==> src/rtl/sat_counter.sv <==
// Saturating up-counter with synchronous clear; clear wins over increment.
module sat_counter #(
  parameter int W = 16
) (
  input  logic         i_clk,
  input  logic         i_rst,
  input  logic         i_inc,
  input  logic         i_clr,
  output logic [W-1:0] o_cnt
);

  logic [W-1:0] cnt_r;

  // Count register: stick at all-ones instead of wrapping.
  always_ff @(posedge i_clk or posedge i_rst) begin
    if (i_rst) begin
      cnt_r <= {W{1'b0}};
    end else if (i_clr) begin
      cnt_r <= {W{1'b0}};
    end else if (i_inc && (cnt_r != {W{1'b1}})) begin
      cnt_r <= cnt_r + W'(1);
    end else begin
      cnt_r <= cnt_r;
    end
  end

  assign o_cnt = cnt_r;

endmodule

==> config.mk <==
export PLATFORM = sky130hd
export DESIGN_NAME = sat_counter
export DESIGN_NICKNAME = d
export VERILOG_FILES = /design/src/rtl/sat_counter.sv
export SDC_FILE = /design/constraint.sdc
export NUM_CORES = 1
export LEC_CHECK = 0
export ABC_AREA = 1
export CORE_UTILIZATION = 35
export CTS_CLUSTER_DIAMETER = 80
export DETAILED_ROUTE_END_ITERATION = 10
export PLACE_DENSITY = 0.65
export SETUP_SLACK_MARGIN = 0.05
export SYNTH_ARGS = -nofsm -noshare
export SYNTH_HDL_FRONTEND = slang
export SYNTH_SLANG_ARGS = --single-unit
==> constraint.sdc <==
create_clock -name i_clk -period 1.7 [get_ports i_clk]
set_input_delay 0.17 -clock i_clk [delete_from_list [all_inputs] [get_ports i_clk]]
set_output_delay 0.17 -clock i_clk [all_outputs]
set_load 0.02 [all_outputs]
==> results_dict.tcl <==
set metrics [dict create \
    status "complete, but fails checks" \
    violations "design-rule violations" \
    slew_headroom 0.710 \
    antenna_found_initial 0 \
    synth-async-reset-ratio 1.00 \
    netlist_instances 159 \
    grt_max_degree 15 \
    synth_top_area_frac 0.370 \
    synthTopCellsByCount "nand2_1 (64), dfrtp_1 (16), inv_1 (16), nor2_1 (16), nand3_1 (12)" \
    io_pins 20 \
    yosys.area.top_type "dfrtp_1" \
    fin_crit_ns 1.59 \
    grt_pass1_wl_microns 5150 \
    synth_most_common_cell "nand2_1" \
    crit_required_ns 1.53 \
    initial_utilization 0.380 \
    intPower_uw 551 \
    synth.top_cells.by_area "dfrtp_1 (37%), nand2_1 (22%), nand4_1 (6.4%)" \
    finalHoldViolations 0 \
    core_sq_mm 0.00285 \
    ir_worst_vdd_v 0.000336 \
    max_cap_viol_count 0 \
    hold_class "input port to asynchronous set/reset pin" \
    path_class "register to output port" \
    crit_buf_inv 2 \
    crit_slowest_cell "clkdlybuf4s50_1" \
    worstPathCellList "buf_4 -> clkdlybuf4s50_1" \
    p_comb_frac 0.112 \
    fp.dieH_microns 57.6 \
    whs_ns 0.145 \
    htree_levels 1 \
    synth_area_per_cell_sq_um 6.81 \
    placed_cell_area_sq_mm 0.00141 \
    timing.final.ws_setup_ns 0.107 \
    synth-seq-area-share 0.370 \
    area_delta_synth_final_pct 36.0 \
    vias 1168 \
    yosys_register_bits 16 \
    clkPwrFrac 0.361 \
    cts_root_buffer "clkbuf_4" \
    fp.dieW_microns 57.6 \
    synthFlopType "dfrtp_1" \
    critPathTopFamily "buffers and inverters" \
    crit_fanout 4 \
    drt_iter0_markers 35 \
    switching_share 0.255 \
    cts.clk_slew.worst_paths_ns 0.11 \
    clock.fmax_mhz 628 \
    setup_viol 0 \
    rows 19 \
    ant_nets 0 \
    die_area_sq_mm 0.00332 \
    syn_area_sq_mm 0.00108 \
    drv_slew 0 \
    pre_cts_ws_ns 0.132 \
    layout.nets 201 \
    mappedNetlistNets 164 \
    numCtsBuffers 3 \
    synth_edf_count 0 \
    drc_errors 1 \
    dpl.hpwl_microns 2220 \
    rsz0062_at_grt "false" \
    p_sw_uw 188 \
    crit_path_end_kind "output port" \
    p_seq_frac 0.526 \
    tightestPinTransition_ns 0.435 \
    power.density_mw_per_mm2 501 \
    largest_reg_flops 16 \
    drive_above_1_share 0.154 \
    yosys_warnings 0 \
    finalCritPeriodShare 0.937 \
    cts_sinks 16 \
    synth.distinct_cells 24 \
    final_area_sq_mm 0.00147 \
    viasPerCell 5.17 \
    place_congestion 0.897 \
    finClkSkew_ns 0.0137 \
    overflow 0 \
    cts_buffer_depth 2 \
    groute.usage.overall 0.199 \
    diodes 0 \
    tns_ns 0 \
    portBuffers 19 \
    arrival_ns 1.42 \
    dr.pass1.iters 7 \
    cp-start-kind "register" \
    routedWlPerCell_microns 13.2 \
    routed_wl_microns 2980 \
    cts_tree "yes" \
    leakage_uw 0.000773 \
    grt_pass1_vias 1180 \
    max_stage_delay_ns 0.60 \
    clkLatencyLatePin_ns 0.31 \
    fillers 281 \
]
layout make-up:
type	count	area [sq um]	share of cell area
timing repair buffer	35	329	0.223
inverter	18	67.6	0.0458
clock buffer	4	36.3	0.0246
sequential	16	402	0.272
multi-input combinational	122	601	0.407
tap	31	38.8	0.0263
worst reg2reg max path, stage by stage (launching register included):
cell     delay, ns
dfrtp_2       0.41
ha_1          0.20
nand2_2       0.10
nor2_8        0.11
nand2_4       0.07
nor2_4        0.15
nor2_4        0.06
nor2_4        0.12
buf_12        0.14
nand2_1       0.06
nand2_1       0.07
stage by stage:
step / util / std cells / total power, uW
detailed placement: 0.493 / 221 / 471
global placement: 0.493 / 221 / 470
global route: 0.517 / 226 / 766
finish: 0.517 / 226 / 739
CTS: 0.506 / 225 / 735
floorplan: - / 159 / 436
repair_timing:
action                                  4_1_cts  5_1_grt
setup buffers                                 0        1
hold buffers                                  0        0
gates resized for setup                       0        3
endpoints found under the setup margin        0       17
worst paths after layout:
| kind | startpoint | end | slack [ns] | cells after the start |
|---|---|---|---|---|
| worst max-delay path | o_cnt[4]$_DFFE_PP0P_ | o_cnt[4] | 0.11 | 2 |
| worst min-delay path | i_rst | o_cnt[2]$_DFFE_PP0P_ | 0.14 | 2 |
| worst max register to register | o_cnt[1]$_DFFE_PP0P_ | o_cnt[15]$_DFFE_PP0P_ | 0.15 | 10 |
| worst min register to register | o_cnt[1]$_DFFE_PP0P_ | o_cnt[1]$_DFFE_PP0P_ | 0.54 | 2 |
| max in group asynchronous | i_rst | o_cnt[9]$_DFFE_PP0P_ | 1.06 | 3 |
| min in group i_clk | o_cnt[1]$_DFFE_PP0P_ | o_cnt[1]$_DFFE_PP0P_ | 0.54 | 2 |
metal layers:
metal  GRT usage  vias up  share of wire
met5           0        -              0
met4      0.0662        0          0.012
met3      0.0223        7          0.050
met2       0.346       39           0.48
met1       0.259      549           0.45
li1            -      573              -
logic make-up after synthesis:
kind of cell             after synthesis  share of synthesized area
XOR/XNOR                               4                     0.0323
adder cells (fa/ha/maj)                1                     0.0115
buffers and inverters                 21                     0.0808
AND/OR/NAND/NOR                      114                      0.492
AO/OA/AOI/OAI                          3                     0.0138
flip-flops                            16                      0.370
power groups by stage:
stage / logic (uW) / clock network, uW / registers [uW]
floorplan: 34.3 / 0 / 402
finish: 83.1 / 267 / 389
CTS: 75.8 / 270 / 389
global route: 90.8 / 285 / 390
detailed placement: 74.9 / 0 / 397
global placement: 74.2 / 0 / 396
layout by cell type (no fill, tap or decap), types with 2 or more instances in the layout:
master           instances
buf_4                   14
clkbuf_4                 3
clkdlybuf4s50_1         18
dfrtp_1                 15
inv_1                   16
nand2_1                 64
nand3_1                 12
nand3b_1                 2
nand4_1                 11
nor2_1                  16
nor2_4                   4
xnor2_1                  2
xor2_1                   2
Power figures use the tool's default switching activity.
